**src/rtl/seq_detect_param.sv**
```systemverilog
// Runtime-configurable serial pattern detector.
// Watches a valid-qualified bit stream for a loadable pattern of 2..MAX_LEN
// bits and reports each hit three ways: a same-cycle Mealy pulse, a
// registered copy one cycle later, and a saturating hit counter.
module seq_detect_param #(
  parameter int MAX_LEN = 8,
  parameter int CNT_W   = 16,
  parameter int LEN_W   = $clog2(MAX_LEN + 1)
) (
  input  logic               clk,
  input  logic               rst,
  input  logic               cfg_we,
  input  logic [MAX_LEN-1:0] cfg_pattern,
  input  logic [LEN_W-1:0]   cfg_len,
  input  logic               cfg_overlap,
  input  logic               in_valid,
  input  logic               in,
  output logic               match,
  output logic               match_q,
  output logic [CNT_W-1:0]   match_cnt,
  input  logic               cnt_clr,
  output logic               cfg_err,
  output logic               armed
);

  typedef enum logic {
    IDLE = 1'b0,
    RUN  = 1'b1
  } state_t;

  localparam logic [LEN_W-1:0] LenMax = LEN_W'(MAX_LEN);
  localparam logic [LEN_W-1:0] LenMin = LEN_W'(2);

  state_t               r_state;
  state_t               w_nextState;
  logic [MAX_LEN-1:0]   r_pattern;
  logic [LEN_W-1:0]     r_len;
  logic                 r_overlap;
  logic [MAX_LEN-1:0]   r_history;
  logic [LEN_W-1:0]     r_fill;
  logic                 r_matchQ;
  logic [CNT_W-1:0]     r_matchCnt;
  logic                 r_cfgErr;

  logic                 w_cfgLegal;
  logic                 w_accept;
  logic                 w_fillOk;
  logic                 w_patHit;
  logic                 w_match;
  logic                 w_armed;
  logic [MAX_LEN-1:0]   w_nextHist;
  logic [MAX_LEN-1:0]   w_mask;

  assign w_cfgLegal = (cfg_len >= LenMin) && (cfg_len <= LenMax);
  assign w_accept   = in_valid & ~cfg_we & (r_state == RUN);
  assign w_nextHist = {r_history[MAX_LEN-2:0], in};
  // One more bit (the current one) must complete at least len bits of history.
  assign w_fillOk   = ({1'b0, r_fill} + (LEN_W+1)'(1)) >= {1'b0, r_len};
  assign w_patHit   = ((w_nextHist ^ r_pattern) & w_mask) == '0;

  // Build a mask selecting the low r_len bits of history and pattern.
  always_comb begin
    w_mask = '0;
    for (int i = 0; i < MAX_LEN; i++) begin
      w_mask[i] = (LEN_W'(i) < r_len);
    end
  end

  // State register: only reset returns the detector to IDLE.
  always_ff @(posedge clk) begin
    if (rst) begin
      r_state <= IDLE;
    end else begin
      r_state <= w_nextState;
    end
  end

  // Next-state, armed flag and the combinational Mealy match.
  always_comb begin
    w_nextState = r_state;
    w_armed     = 1'b0;
    w_match     = 1'b0;
    case (r_state)
      IDLE: begin
        if (cfg_we && w_cfgLegal) begin
          w_nextState = RUN;
        end
      end
      RUN: begin
        w_armed = 1'b1;
        w_match = w_accept & w_fillOk & w_patHit;
      end
      default: begin
        w_nextState = IDLE;
      end
    endcase
  end

  // Configuration, history shifting, fill tracking, delayed match and counter.
  always_ff @(posedge clk) begin
    if (rst) begin
      r_pattern  <= '0;
      r_len      <= '0;
      r_overlap  <= 1'b0;
      r_history  <= '0;
      r_fill     <= '0;
      r_matchQ   <= 1'b0;
      r_matchCnt <= '0;
      r_cfgErr   <= 1'b0;
    end else begin
      r_matchQ <= w_match;
      r_cfgErr <= cfg_we & ~w_cfgLegal;

      if (cnt_clr) begin
        r_matchCnt <= '0;
      end else if (w_match && (r_matchCnt != {CNT_W{1'b1}})) begin
        r_matchCnt <= r_matchCnt + CNT_W'(1);
      end

      if (cfg_we && w_cfgLegal) begin
        r_pattern <= cfg_pattern;
        r_len     <= cfg_len;
        r_overlap <= cfg_overlap;
        r_history <= '0;
        r_fill    <= '0;
      end else if (w_accept) begin
        r_history <= w_nextHist;
        if (w_match && !r_overlap) begin
          r_fill <= '0;
        end else if (r_fill != LenMax) begin
          r_fill <= r_fill + LEN_W'(1);
        end
      end
    end
  end

  assign match     = w_match;
  assign match_q   = r_matchQ;
  assign match_cnt = r_matchCnt;
  assign cfg_err   = r_cfgErr;
  assign armed     = w_armed;

endmodule

```
**config.mk**
```make
export PLATFORM = sky130hd
export DESIGN_NAME = seq_detect_param
export DESIGN_NICKNAME = d
export VERILOG_FILES = /design/src/rtl/seq_detect_param.sv
export SDC_FILE = /design/constraint.sdc
export NUM_CORES = 1
export LEC_CHECK = 0
export ABC_AREA = 0
export ABC_CLOCK_PERIOD_IN_PS = 6900
export CORE_ASPECT_RATIO = 1.1
export CORE_MARGIN = 2
export CORE_UTILIZATION = 55
export DETAILED_ROUTE_END_ITERATION = 16
export GPL_ROUTABILITY_DRIVEN = 1
export MAX_ROUTING_LAYER = met4
export PLACE_DENSITY = 0.83
export SYNTH_ARGS = -nofsm -noshare
export SYNTH_HDL_FRONTEND = slang
export SYNTH_SLANG_ARGS = --single-unit
```
**constraint.sdc**
```tcl
create_clock -name clk -period 6.9 [get_ports clk]
set_clock_uncertainty 0.05 [all_clocks]
set_input_delay 1.38 -clock clk [delete_from_list [all_inputs] [get_ports clk]]
set_output_delay 1.38 -clock clk [all_outputs]
set_load 0.005 [all_outputs]
```
# == Word-level counts from Yosys, hierarchy flattened ==
# Cells that the tools add are included.
# word_totals
reg_bits,43
out_inout_bits,20
# classes
n_bitwise,9
addsub,3
n_mux,6
reduce_logical,10
eq_ne,2
n_lt_le_gt_ge,11
# ops
operator,n
adder 16 x 1 -> 16 bit (second input constant),1
< comparator 3 x 4 -> 1 bit (first input constant),4
!= test 16 bit (second input constant),1
bitwise AND 8 bit,1
logical NOT 8 bit,1
< comparator 1 x 4 -> 1 bit (first input constant),2
< comparator 2 x 4 -> 1 bit (first input constant),2
two-way mux 4 bit,2
bitwise XOR 8 bit,1
adder 4 x 1 -> 5 bit (second input constant),1
bitwise AND 1 bit,5
greater-or-equal comparator 5 x 4 -> 1 bit,1
adder 4 x 1 -> 4 bit (second input constant),1
greater-or-equal comparator 4 x 2 -> 1 bit (second input constant),1
less-or-equal comparator 4 bit (second input constant),1
logical AND 1 bit,4
two-way mux 1 bit,4
!= test 4 bit (second input constant),1
OR reduction 2 bit,2
inverter 1 bit,2
AND reduction 2 bit,1
nonzero test 2 bit,1
logical NOT 1 bit,1

# == Depth between registers and ports, before layout ==
# Gate-level depths: netlist of the first run.
# logic_depth
ltp_word,9
depth_mapped,11
depth_no_buf,8

# == Worst setup path after synthesis of the first run ==
# OpenSTA, ideal clock, no wires.
# synth_timing
path_type,input port to output port
startpoint,input cfg_we
endpoint,output match
setup_slack_ns,2.928
arrival_ns,2.542
required_ns,5.470
path_stages,7
cell_sequence,nand3b_2 a21oi_1 nor4b_2 nand3_1 clkbuf_1 clkbuf_1 inv_1
# synth_via
elab_chain_cells,6
# synth_lines
element,line,text
"start, declared",12,"input logic cfg_we,"
inverter 1 bit,55,assign w_accept = in_valid & ~cfg_we & (r_state == RUN);
bitwise AND 1 bit (2 in series),55,
bitwise AND 1 bit (2 in series),91,w_match = w_accept & w_fillOk & w_patHit;
two-way mux 1 bit,83,case (r_state)
"end, declared",18,"output logic match,"
# No other way between the ends.

# == Worst setup path after layout of the first run ==
# Ends and elaborated chain as after synthesis.

==> results by stage, run 1 <==
Die:
- In this run the core area contains 24 standard-cell rows.
- The count of pins on the block boundary is 39.
- The floorplan step defined a die boundary enclosing about 4500 sq um.
- The placeable core area is 3900 sq um.
- The initial utilization of the core area, before any placement, comes to 56.1%.
- Measured along the x axis, the die boundary spans 64.1 um.
- The height of the chip is 70.2 um.

Global routing:
- The number of antenna violations at the first check in global routing is 0.
- The first global-routing pass estimated 8000 um of wire.
- Across every metal layer, demand over resource in global routing totals 22.6%.
- For this run the aggregate overflow at the end of global routing stands at 0.
- Entering global routing, the biggest net connects 40 pins.
- The via count of the first global-routing pass came to 1,935.

Critical path:
- The capturing element of the worst setup path is match.
- The endpoint type of the worst setup path is an output port.
- The logic depth of the worst register-to-register path is 9.
- In this run the worst path has a maximum fanout of 39.
- The endpoint arrival time on the critical path is 3530 ps.
- The startpoint of the lowest-slack register-to-register path is r_fill[0]$_SDFFE_PP0P_.
- The slack of the worst reg-to-reg path is 4410 ps.
- The critical path is of the in2out type.
- The capture instance of the worst register-to-register path is match_cnt[15]$_SDFFE_PP0P_.
- The critical path startpoint category is an input port.
- For the worst setup path, the data required time is between 5000 and 6000 ps.
- In this run the worst setup path begins at cfg_we.

Power and ir drop:
- VDD sags by at most roughly 0.00014 V.
- For this design the ratio of total power to cell area is about 190 nW/um^2.
- The total power of the final layout is 505 uW.
- For this design the static power due to leakage is 0.995 nW.

STA:
- The number of endpoints with negative hold slack in the final report is 0.
- At the pin with the least slew margin, the transition time is 744 ps.
- Based on the critical path, the design can be clocked at up to 0.201 GHz.
- In this run the tightest slew margin relative to its limit is 50.2%.
- The clock period minus final worst setup slack is 4960 ps.
- The ratio of final minimum period to clock period is 71.9%.
- The final number of setup-violating endpoints is 0.
- The worst slack on hold paths is 422 ps.
- The count of final max-slew check failures is 0.
- The worst setup margin is 1940 ps.
- The setup total negative slack is 0 ps.
- Setup repair after global routing left no endpoint under its margin.

Status:
- The flow ran to the end, and the final reports show no timing, DRC or antenna violations.

Routing:
- The post-route antenna net violation count is 0.
- The via density per instance is ~5.8.
- The number of DRC violations after detailed routing is 0.
- For this run, the detailed router's first-pass iteration total came to 4.
- The violation count after the first detailed-routing iteration is 83.
- Dividing the detail-routed wire length by the instance count gives roughly 13 um.
- The total wire length is 4570 um.
- The total number of vias is 2,030.

Worst hold path:
- The worst hold path belongs to the class reg2reg.
- In this run the most critical hold path is launched from r_history[6]$_SDFFE_PP0P_.

Flow run:
- Across the run, the number of max-cap violations was 0.

Clock tree:
- The TritonCTS sink count is 43.
- TritonCTS built the clock tree.
- The largest buffer count on any clock path is 2.
- The number of buffers added to fix hold violations after cts is 0.
- The clock buffer count from CTS is 5.
- The post-cts resize count is 0.
- The H-tree depth is 2.
- In this run the post-CTS setup repair buffer count came out at 0.
- The later pin in the worst-skew pair is clocked with a latency of 300 ps.
- Clock tree synthesis selected as its root buffer the cell sky130_fd_sc_hd__clkbuf_8.
- The clock transition at the register clock pins on the worst setup and hold paths after CTS is 70 ps.

Placement:
- The detailed placement HPWL is 3410 um.
- At the placement stage, the worst setup path has a slack of 1930 ps.
- The placer congestion estimate is 0.835.
- The number of I/O port buffers is 38.

Yosys:
- The sequential fraction of the synthesis area is 39.3%.
- The synthesized net count is just under 300.
- The number of unique standard cell types used by synthesis is 39.
- The register bit count reported by yosys is 43.
- The mean post-synth cell area is 8.23 sq um.
- The number of instances in the synthesized netlist is 266.
- Summing every instance area after synthesis gives 2190 sq um.
- The number of warnings printed during yosys synthesis is 0.

Final layout:
- The filler cells instantiated in the layout total 331.
- Across the whole layout, storage elements account for 861 sq um.
- The area overhead of the layout relative to synthesis is 23.2%.
- The antenna cell count is 0.
- The post-route netlist has under 10% of its cells at a drive strength greater than 1.
- Summing all multi-input logic gate instances after layout gives 1220 sq um.
- The net count of the finished layout is 323.
layout by cell type, fill, tap and decap left out, types with 7 or more instances in the layout:
master / instances
sky130_fd_sc_hd__clkdlybuf4s50_1: 38
sky130_fd_sc_hd__inv_1: 9
sky130_fd_sc_hd__dfxtp_1: 43
sky130_fd_sc_hd__nand2_1: 27
sky130_fd_sc_hd__ha_1: 7
sky130_fd_sc_hd__mux2i_1: 12
sky130_fd_sc_hd__nand3_1: 8
sky130_fd_sc_hd__and3_1: 8
sky130_fd_sc_hd__o21ai_0: 18
sky130_fd_sc_hd__a21oi_1: 26
sky130_fd_sc_hd__or3_1: 9
sky130_fd_sc_hd__xnor2_1: 8
sky130_fd_sc_hd__nor2_1: 19
cell usage after synthesis:
master,number,share of area [%]
sky130_fd_sc_hd__a21oi_1,26,5.9
sky130_fd_sc_hd__o21a_1,2,0.69
sky130_fd_sc_hd__buf_6,1,0.51
sky130_fd_sc_hd__and3_1,8,2.3
sky130_fd_sc_hd__xor2_1,2,0.80
sky130_fd_sc_hd__xnor2_1,8,3.2
sky130_fd_sc_hd__o31ai_1,6,2.1
sky130_fd_sc_hd__nor3b_1,1,0.34
sky130_fd_sc_hd__or2_2,1,0.29
sky130_fd_sc_hd__nor2_1,19,3.3
sky130_fd_sc_hd__nor3_1,4,0.91
sky130_fd_sc_hd__o22ai_1,3,0.86
sky130_fd_sc_hd__or4_1,5,1.7
sky130_fd_sc_hd__ha_1,7,4.0
sky130_fd_sc_hd__nand2_1,27,4.6
sky130_fd_sc_hd__and4_1,1,0.40
sky130_fd_sc_hd__o311a_1,1,0.46
sky130_fd_sc_hd__clkbuf_1,12,2.1
sky130_fd_sc_hd__nand4b_1,1,0.40
sky130_fd_sc_hd__nor4_1,2,0.57
sky130_fd_sc_hd__a211o_1,1,0.40
sky130_fd_sc_hd__o211ai_1,3,1.0
sky130_fd_sc_hd__and2_1,3,0.86
sky130_fd_sc_hd__nor4b_2,1,0.69
sky130_fd_sc_hd__or3_1,9,2.6
sky130_fd_sc_hd__nand2b_1,3,0.86
sky130_fd_sc_hd__inv_1,9,1.5
sky130_fd_sc_hd__nand3_1,8,1.8
sky130_fd_sc_hd__o21ai_0,18,4.1
sky130_fd_sc_hd__a211oi_1,2,0.69
sky130_fd_sc_hd__buf_2,3,0.69
sky130_fd_sc_hd__o21bai_1,1,0.34
sky130_fd_sc_hd__nand3b_2,1,0.51
sky130_fd_sc_hd__a31oi_1,4,1.1
sky130_fd_sc_hd__a31o_2,1,0.40
sky130_fd_sc_hd__o2111ai_1,1,0.40
sky130_fd_sc_hd__nand4_1,6,1.7
sky130_fd_sc_hd__mux2i_1,12,5.5
sky130_fd_sc_hd__dfxtp_1,43,39
sequential cells by signal (all words and copies together) (netlist names):
name,flops
r_len,4
r_history,7
r_pattern,8
r_state,1
match_cnt,16
match_q,1
cfg_err,1
r_fill,4
r_overlap,1
worst min-delay path by stage:
stage / end / slack (ps) / cells past startpoint
after floorplan: r_history[6]$_SDFFE_PP0P_ / 400 / 2
after global placement: r_history[1]$_SDFFE_PP0P_ / 420 / 2
after detailed placement: r_history[6]$_SDFFE_PP0P_ / 420 / 2
after CTS: r_history[6]$_SDFFE_PP0P_ / 430 / 2
after global routing: r_history[6]$_SDFFE_PP0P_ / 450 / 2
final: r_history[6]$_SDFFE_PP0P_ / 420 / 2
layout make-up:
type                    instances  share of cell area [%]
multi-input cells             198                    45.4
flip-flops and latches         43                    31.9
repair buffers                 40                    14.7
clock buffers                   6                    3.06
well taps                      52                    2.41
clock inverters                 2                    1.30
inverters                       9                    1.25
stage by stage:
| step | std cells | instance area (sq um) | utilization [%] |
|---|---|---|---|
| final | 350 | 2700 | 69.0 |
| after global routing | 350 | 2700 | 69.0 |
| after detailed placement | 342 | 2580 | 66.0 |
| after CTS | 350 | 2700 | 69.0 |
| after global placement | 342 | 2580 | 66.0 |
| after floorplan | 266 | 2190 | - |
power by group:
part	internal (mW)	switching [mW]	leakage, nW
logic	0.0236	0.0218	0.585
registers	0.253	0.00568	0.348
clock network	0.117	0.0834	0.0612
layer usage:
metal | routed length (um) | GRT usage, % | up-vias
met1 | 1890 | 23.2 | 962
li1 | - | - | 1019
met4 | 87 | 8.98 | 0
met3 | 158 | 5.31 | 7
met2 | 2430 | 41.2 | 42
met5 | 0 | - | -
cell families after synthesis:
kind of cell / after synthesis / share of synthesized area [%]
adder cells (fa/ha/maj): 7 / 4.00
multiplexers: 12 / 5.49
AND/OR/NAND/NOR: 100 / 23.8
XOR/XNOR: 10 / 4.00
AO/OA/AOI/OAI: 69 / 18.5
buffers and inverters: 25 / 4.80
flip-flops: 43 / 39.3
critical path, stage by stage:
cell and delay (ps):
sky130_fd_sc_hd__clkdlybuf4s50_1 500, sky130_fd_sc_hd__nand3b_2 380, sky130_fd_sc_hd__a21oi_1 170, sky130_fd_sc_hd__nor4b_2 200
sky130_fd_sc_hd__nand3_1 100, sky130_fd_sc_hd__buf_4 240, sky130_fd_sc_hd__inv_1 80, sky130_fd_sc_hd__clkdlybuf4s50_1 490
Power figures use the tool's default switching activity.
==> run 2, diff against run 1 <==
--- a/config.mk
+++ b/config.mk
@@ -6,14 +6,14 @@
 export NUM_CORES = 1
 export LEC_CHECK = 0
 export ABC_AREA = 0
-export ABC_CLOCK_PERIOD_IN_PS = 6900
+export ABC_CLOCK_PERIOD_IN_PS = 5050
 export CORE_ASPECT_RATIO = 1.1
 export CORE_MARGIN = 2
-export CORE_UTILIZATION = 55
+export CORE_UTILIZATION = 52
 export DETAILED_ROUTE_END_ITERATION = 16
 export GPL_ROUTABILITY_DRIVEN = 1
 export MAX_ROUTING_LAYER = met4
-export PLACE_DENSITY = 0.83
+export PLACE_DENSITY = 0.79
 export SYNTH_ARGS = -nofsm -noshare
 export SYNTH_HDL_FRONTEND = slang
 export SYNTH_SLANG_ARGS = --single-unit
==> constraint.sdc (replaced) <==
create_clock -name clk -period 5.05 [get_ports clk]
set_clock_uncertainty 0.05 [all_clocks]
set_input_delay 1.01 -clock clk [delete_from_list [all_inputs] [get_ports clk]]
set_output_delay 1.01 -clock clk [all_outputs]
set_load 0.005 [all_outputs]
==> run 2 against run 1 <==
Against the previous run: critical path type unchanged; sequential share of layout area down 0.26 points; non-clock buffer count up 1; cell area up 0.84%; register-to-register slack worse by 2000 ps; cell count up 0.29%; critical path depth unchanged; first-iteration DRC count up 64%; worst setup slack worse by 1100 ps; utilization down 0.99 points; global-route usage down 0.92 points; worst hold slack better by 9.2 ps.
==> results by stage, run 2 (synthesized netlist as in run 1, its figures left out) <==
Power and ir drop:
- The largest voltage drop on the vdd net is 0.000233 V.
- The cell area power density is 268 nW/um^2.
- The total leakage power is 1.00 nW.
- Power comes to 728 uW.

Final layout:
- The top cell types in the final layout, fill and taps aside, are sky130_fd_sc_hd__dfxtp_1, sky130_fd_sc_hd__clkdlybuf4s50_1, sky130_fd_sc_hd__nand2_1.
- The flip-flop count of the largest register after layout is 16.
- The most common library cell in the layout ignoring fill and taps is sky130_fd_sc_hd__dfxtp_1.
- The area overhead of the layout relative to synthesis is 24.2%.
- The antenna cell count is 0.
- The post-route netlist has 4.68% of its cells at a drive strength greater than 1.
- At the end of the flow, the number of nets in the layout was 324.
- The area of all placed cells without fillers is between 2000 and 3000 sq um.
- Cells fill 68.0% of the core in the end.

STA:
- The count of final max-slew check failures came to 0.
- The number of endpoints with negative hold slack in the final report is 0.
- The worst max-slew margin expressed relative to the limit is approximately 73%.
- Setup violations remaining at the end of the flow were counted as 0.
- Setup repair after global routing left no endpoint under its margin.
- The ratio of final minimum period to clock period is a little over four fifths.
- For the pin with the worst max-slew slack, the measured transition is 404 ps.
- The clock period minus final worst setup slack is ~4200 ps.
- Adding up every negative setup slack in the final design gives 0 ps.
- The timing-limited maximum frequency is 0.237 GHz.

Die:
- The floorplan has 24 rows.
- The count of pins on the block boundary is 39.
- The starting density of the core is between 50% and 60%.
- The floorplan step defined a core boundary enclosing 3990 sq um.
- From left edge to right edge, the die measures 65.9 um.
- The die area is 4740 sq um.
- The height of the chip is 72.0 um.

Global routing:
- The remaining global-route overflow is 0.
- Entering global routing, the biggest net connects 40 pins.
- The layer with the highest usage is met2.
- The via count of the first global-routing pass was about 1,800.
- The routing usage on met2 is 38.6%.
- The met3 usage in global routing is between 4 and 5%.
- Global routing consumed, on the met1 layer, 23.9% of the routing resources.
- The number of antenna violations at the first check in global routing is 0.
- For this run, the total global-route usage over all layers was measured as 21.7%.
- The first global-routing pass estimated 7890 um of wire.

Placement:
- The placer congestion estimate is 0.828.
- The number of I/O port buffers is 38.
- Once placement finished, the instance area stood at 2580 sq um.
- The detailed placement HPWL is 3290 um.

Critical path:
- The type of the setup path with the least slack is in2out.
- The largest individual stage delay along the critical path comes from the cell sky130_fd_sc_hd__clkdlybuf4s50_1.
- The slack of the worst reg-to-reg path is 2460 ps.
- Data on the critical path is required at its endpoint by 3990 ps.
- The signal on the critical path passes through clkdlybuf4s50_1, nand3b_2, a21oi_1, nor4b_2, nand3_1, buf_4, inv_1, clkdlybuf4s50_1.
- For this run, the slowest stage of the critical path takes 490 ps.
- In this run the critical register-to-register path is launched from r_fill[0]$_SDFFE_PP0P_.
- The number of buffers and inverters on the critical path is 4.
- The critical path startpoint category is an input port.
- The endpoint type of the worst setup path is an output port.
- The endpoint identified for the worst register-to-register timing path is match_cnt[11]$_SDFFE_PP0P_.
- At the worst endpoint, the arrival time is 3150 ps.
- Grouping stages by cell kind, the critical path spends the most delay in buffers and inverters.
- Among the stages of the critical path, the cell type that occurs most often is sky130_fd_sc_hd__clkdlybuf4s50_1.
- The maximum fanout encountered on the critical timing path is 39.
- The logic depth of the worst register-to-register path is 9.

Routing:
- The first routing iteration left 136 violations.
- The total number of vias is 1,991.
- The number of DRC violations after detailed routing is 0.
- Dividing the detail-routed via count by the number of cells gives 5.67.
- The detailed-route wire length per cell is 13.1 um.
- The first detailed-routing pass took 4 iterations.
- The post-route antenna net violation count is 0.
- After detailed routing, the total wire length is 4610 um.

Worst hold path:
- The beginning of the worst hold path is r_history[0]$_SDFFE_PP0P_.
- The min-delay analysis places its worst path in the category reg2reg.
- The cell depth of the worst min-delay path is 2.
- The capture endpoint of the worst hold path is r_history[1]$_SDFFE_PP0P_.

Status:
- The run finished with clean final reports.

Clock tree:
- TritonCTS created 5 clock buffers.
- The clock transition at the register clock pins on the worst setup and hold paths after CTS is roughly 80 ps.
- The clock drives 43 sinks.
- Once the clock tree was built, the setup fixing pass inserted 0 buffers.
- The post-cts resize count is 0.
- The clock passes through at most 2 buffers.
- The H-tree was split into 2 levels.
- The clock root buffer master is sky130_fd_sc_hd__clkbuf_8.
- The number of buffers added to fix hold violations after cts is 0.
- TritonCTS built the clock tree.
- The clock network latency to the later pin of the worst-skew pair is 290 ps.

Flow run:
- The tool flagged a number of max-cap violations equal to 0.
## run 2: metal layers
layer / part of all wire (%) / up-vias
li1: - / 1023
met1: 44 / 931
met2: 52 / 31
met3: 3.0 / 6
met4: 1.3 / 0
met5: 0 / -
## run 2: worst max path at each step
stage | start | to | slack [ps] | depth (start not counted)
2_1_floorplan | cfg_we | match | 1820 | 7
3_3_place_gp | cfg_we | match | 840 | 8
3_5_place_dp | cfg_we | match | 830 | 8
4_1_cts | cfg_we | match | 830 | 8
5_1_grt | cfg_we | match | 720 | 8
6_report | cfg_we | match | 840 | 8
## run 2: power by group
part	switching [mW]	internal [mW]
clock network	0.114	0.198
registers	0.00792	0.346
logic	0.0298	0.0327
total	0.152	0.576
## run 2: layout make-up
cell class	count	area (sq um)
Fill cell	362	1280
Multi-Input combinational cell	198	1220
Sequential cell	43	861
Timing Repair Buffer	41	403
Clock buffer	6	72.6
Tap cell	52	65.1
Clock inverter	2	60.1
Inverter	9	33.8
## run 2: worst reg2reg max path: stages (launching register included)
cell and delay (ps):
sky130_fd_sc_hd__dfxtp_1 470, sky130_fd_sc_hd__inv_1 80, sky130_fd_sc_hd__ha_1 330, sky130_fd_sc_hd__ha_1 290, sky130_fd_sc_hd__a211oi_1 60, sky130_fd_sc_hd__o21ai_0 170, sky130_fd_sc_hd__nand3_1 90, sky130_fd_sc_hd__buf_4 250
sky130_fd_sc_hd__or4_1 550, sky130_fd_sc_hd__a21oi_1 180
## run 2: metrics by stage
stage	setup WS, ps	hold WS, ps	instances
final	838	431	351
after global routing	717	447	351
after CTS	830	431	351
after floorplan	1820	399	266
after global placement	844	415	343
after detailed placement	830	420	343
==> run 3, diff against run 2 <==
--- a/config.mk
+++ b/config.mk
@@ -6,7 +6,7 @@
 export NUM_CORES = 1
 export LEC_CHECK = 0
 export ABC_AREA = 0
-export ABC_CLOCK_PERIOD_IN_PS = 5050
+export ABC_CLOCK_PERIOD_IN_PS = 4220
 export CORE_ASPECT_RATIO = 1.1
 export CORE_MARGIN = 2
 export CORE_UTILIZATION = 52
==> constraint.sdc (replaced) <==
create_clock -name clk -period 4.22 [get_ports clk]
set_clock_uncertainty 0.05 [all_clocks]
set_input_delay 0.844 -clock clk [delete_from_list [all_inputs] [get_ports clk]]
set_output_delay 0.844 -clock clk [all_outputs]
set_load 0.005 [all_outputs]
==> run 3 against run 2 <==
Against the previous run: total power up 2.9%; register-to-register slack worse by 770 ps; routed wire length down 3.6%; non-clock buffer count unchanged; die area unchanged; sequential share of layout area up 0.58 points; clock-buffer cell count down 1; clock power down 20%; sequential power up 19%; worst hold slack worse by 5.5 ps.
==> results by stage, run 3 (synthesized netlist as in run 1, its figures left out) <==
Clock tree:
- In this run, post-CTS repair resized a total of 0 instances.
- The largest buffer count on any clock path is 2.
- TritonCTS created 5 clock buffers.
- Counting every sink on the clock net gives 43.
- TritonCTS built the clock tree.
- The H-tree depth is 2.
- For this design, the CTS-stage hold fixing added 0 buffers.
- The clock network latency to the later pin of the worst-skew pair is 290 ps.
- The number of buffers inserted to repair setup after CTS is 0.
- The clock transition at the register clock pins on the worst setup and hold paths after CTS is 80 ps.
- The clock root buffer master is sky130_fd_sc_hd__clkbuf_8.

Power and ir drop:
- The largest voltage drop on the vdd net is 0.000277 V.
- Power spread over the standard cell area amounts to 281 nW/um^2.
- The total leakage power is 0.986 nW.

Worst hold path:
- The worst hold path belongs to the class reg2reg.
- The worst hold path was traced through 2 stages.

Die:
- The height of the chip is roughly 72 um.
- The floorplan step defined a core boundary enclosing between 3000 and 4000 sq um.
- The starting density of the core is 54.8%.
- After floorplanning, the core was divided into 24 placement rows.
- Pin placement for this block handled 39 I/O pins.
- From left edge to right edge, the die measures 65.9 um.
- The die covers 4740 sq um.

Critical path:
- On the critical path, the stage with the largest delay is an instance of sky130_fd_sc_hd__clkdlybuf4s50_1.
- The required arrival time at the worst endpoint is 3330 ps.
- The endpoint arrival time on the critical path is around 2800 ps.
- The type of the setup path with the least slack is in2out.
- Walking the worst path, the cells encountered are clkdlybuf4s50_1, nand3b_2, a21oi_1, nor4b_2, nand3_1, inv_1, clkdlybuf4s50_1.
- The largest single stage delay on the critical path is around 500 ps.
- The cell count along the critical path is 7.
- The total buffers and inverters traversed by the critical path is 3.
- The maximum fanout encountered on the critical timing path is 10.
- The cell that appears most often on the critical path is sky130_fd_sc_hd__clkdlybuf4s50_1.
- The endpoint type of the worst setup path is an output port.
- The logic depth of the worst register-to-register path is 9.
- The critical path startpoint category is an input port.
- In this design, the largest share of critical-path delay is due to buffers and inverters.

STA:
- Adding up every negative setup slack in the final design gives 0 ps.
- The clock period minus final worst setup slack is 3690 ps.
- Measured against its own limit, the worst slew margin works out to 71.0%.
- Of the available clock period, the critical path in the final layout requires 87.5%.
- The number of endpoints with negative hold slack in the final report is 0.
- The timing-limited maximum frequency is 0.271 GHz.
- The actual slew at the worst max-slew pin is around 430 ps.
- Hold timing on the final database bottoms out at a slack of about 430 ps.
- The final number of setup-violating endpoints is 0.
- The count of final max-slew check failures is 0.
- Setup repair after global routing left no endpoint under its margin.

Global routing:
- For this run, the total global-route usage over all layers was measured as 21.0%.
- The maximum number of pins on one net before global-route repair is 39.
- The via count of the first global-routing pass is 1,792.
- The number of antenna violations at the first check in global routing is 0.
- The first-pass GRT wire length is 7580 um.
- For this run the aggregate overflow at the end of global routing stands at 0.

Final layout:
- The net count of the finished layout is 324.
- The top cell types in the final layout, fill and taps aside, are sky130_fd_sc_hd__dfxtp_1, sky130_fd_sc_hd__clkdlybuf4s50_1, sky130_fd_sc_hd__nand2_1.
- After the flow finishes, the layout carries non-filler instances totaling 351.
- The library cell used most frequently in the layout, excluding fill and tap cells, is sky130_fd_sc_hd__dfxtp_1.
- The register with the most flip-flops in the layout has 16 of them.
- The layout cell share with drive strength beyond 1 is ~5%.
- The antenna cell count is 0.
- The area overhead of the layout relative to synthesis is 22.0%.
- The area of all placed cells without fillers is 2670 sq um.

Status:
- The flow ran to the end, and the final reports show no timing, DRC or antenna violations.

Placement:
- After detailed placement, the design holds a cell count of 343.
- The placer congestion estimate is 0.848.
- During placement, the flow inserted port buffers numbering 38.
- The detailed placement HPWL is 3300 um.
- The placed standard-cell area is 2580 sq um.

Routing:
- The via density per instance is 5.64.
- For this run, design rule violations remaining after detail routing come to 0.
- After detailed routing, the average wire length per cell comes to 12.7 um.
- The total wire length is 4450 um.
- For this run, the detailed router's first-pass iteration total came to 5.
- The final route contains 1,979 vias.
- The detail route stage leaves a number of antenna-violating nets equal to 0.
- In this run, the number of DRC markers left after iteration 0 of detailed routing was 100.

Flow run:
- Max-cap violations in this run came to 0.
==> run 3: changes by cell type in the layout (fill, tap and decap cells not counted) <==
cell and change:
sky130_fd_sc_hd__clkinv_2 +3, sky130_fd_sc_hd__bufinv_16 -2, sky130_fd_sc_hd__clkbuf_1 -1
==> run 3: path summary, 6_finish.rpt <==
| check | startpoint | endpoint | slack, ps |
|---|---|---|---|
| worst max-delay path | cfg_we | match | 530 |
| worst min-delay path | r_history[6]$_SDFFE_PP0P_ | r_history[6]$_SDFFE_PP0P_ | 430 |
| worst max register to register | r_fill[0]$_SDFFE_PP0P_ | match_cnt[4]$_SDFFE_PP0P_ | 1690 |
| worst min register to register | r_history[6]$_SDFFE_PP0P_ | r_history[6]$_SDFFE_PP0P_ | 430 |
==> run 3: worst register-to-register path, stage by stage (launching register included) <==
cell and delay (ps):
sky130_fd_sc_hd__dfxtp_1 450, sky130_fd_sc_hd__inv_1 70, sky130_fd_sc_hd__ha_1 320, sky130_fd_sc_hd__ha_1 280, sky130_fd_sc_hd__a211oi_1 50, sky130_fd_sc_hd__o21ai_0 190, sky130_fd_sc_hd__nand3_1 120, sky130_fd_sc_hd__buf_4 260
sky130_fd_sc_hd__or4_1 530, sky130_fd_sc_hd__a21oi_1 140
==> run 3: metrics by stage <==
stage / power [mW] / setup WS (ps) / utilization (%)
global placement: 0.507 / 576 / 64.7
global route: 0.785 / 400 / 66.8
finish: 0.749 / 527 / 66.8
CTS: 0.760 / 533 / 66.8
detailed placement: 0.508 / 551 / 64.7
floorplan: 0.475 / 1320 / -
==> run 3: report_power, final <==
group	switching (mW)	internal (mW)	total (mW)
logic	0.0360	0.0390	0.0750
registers	0.00914	0.414	0.423
clock network	0.138	0.113	0.251
==> run 3: final cells by class <==
type | count | area, sq um
Inverter | 9 | 33.8
Timing Repair Buffer | 41 | 403
Fill cell | 361 | 1330
Multi-Input combinational cell | 198 | 1220
Clock inverter | 3 | 15.0
Tap cell | 52 | 65.1
Sequential cell | 43 | 861
Clock buffer | 5 | 68.8
==> run 3: layer usage <==
layer  GRT usage (%)  vias to the layer above  part of all wire [%]
li1                -                     1020                     -
met1            22.1                      906                    42
met2            35.9                       44                    51
met3            5.12                        9                   4.5
met4            11.3                        0                   2.4
met5               -                        -                     0
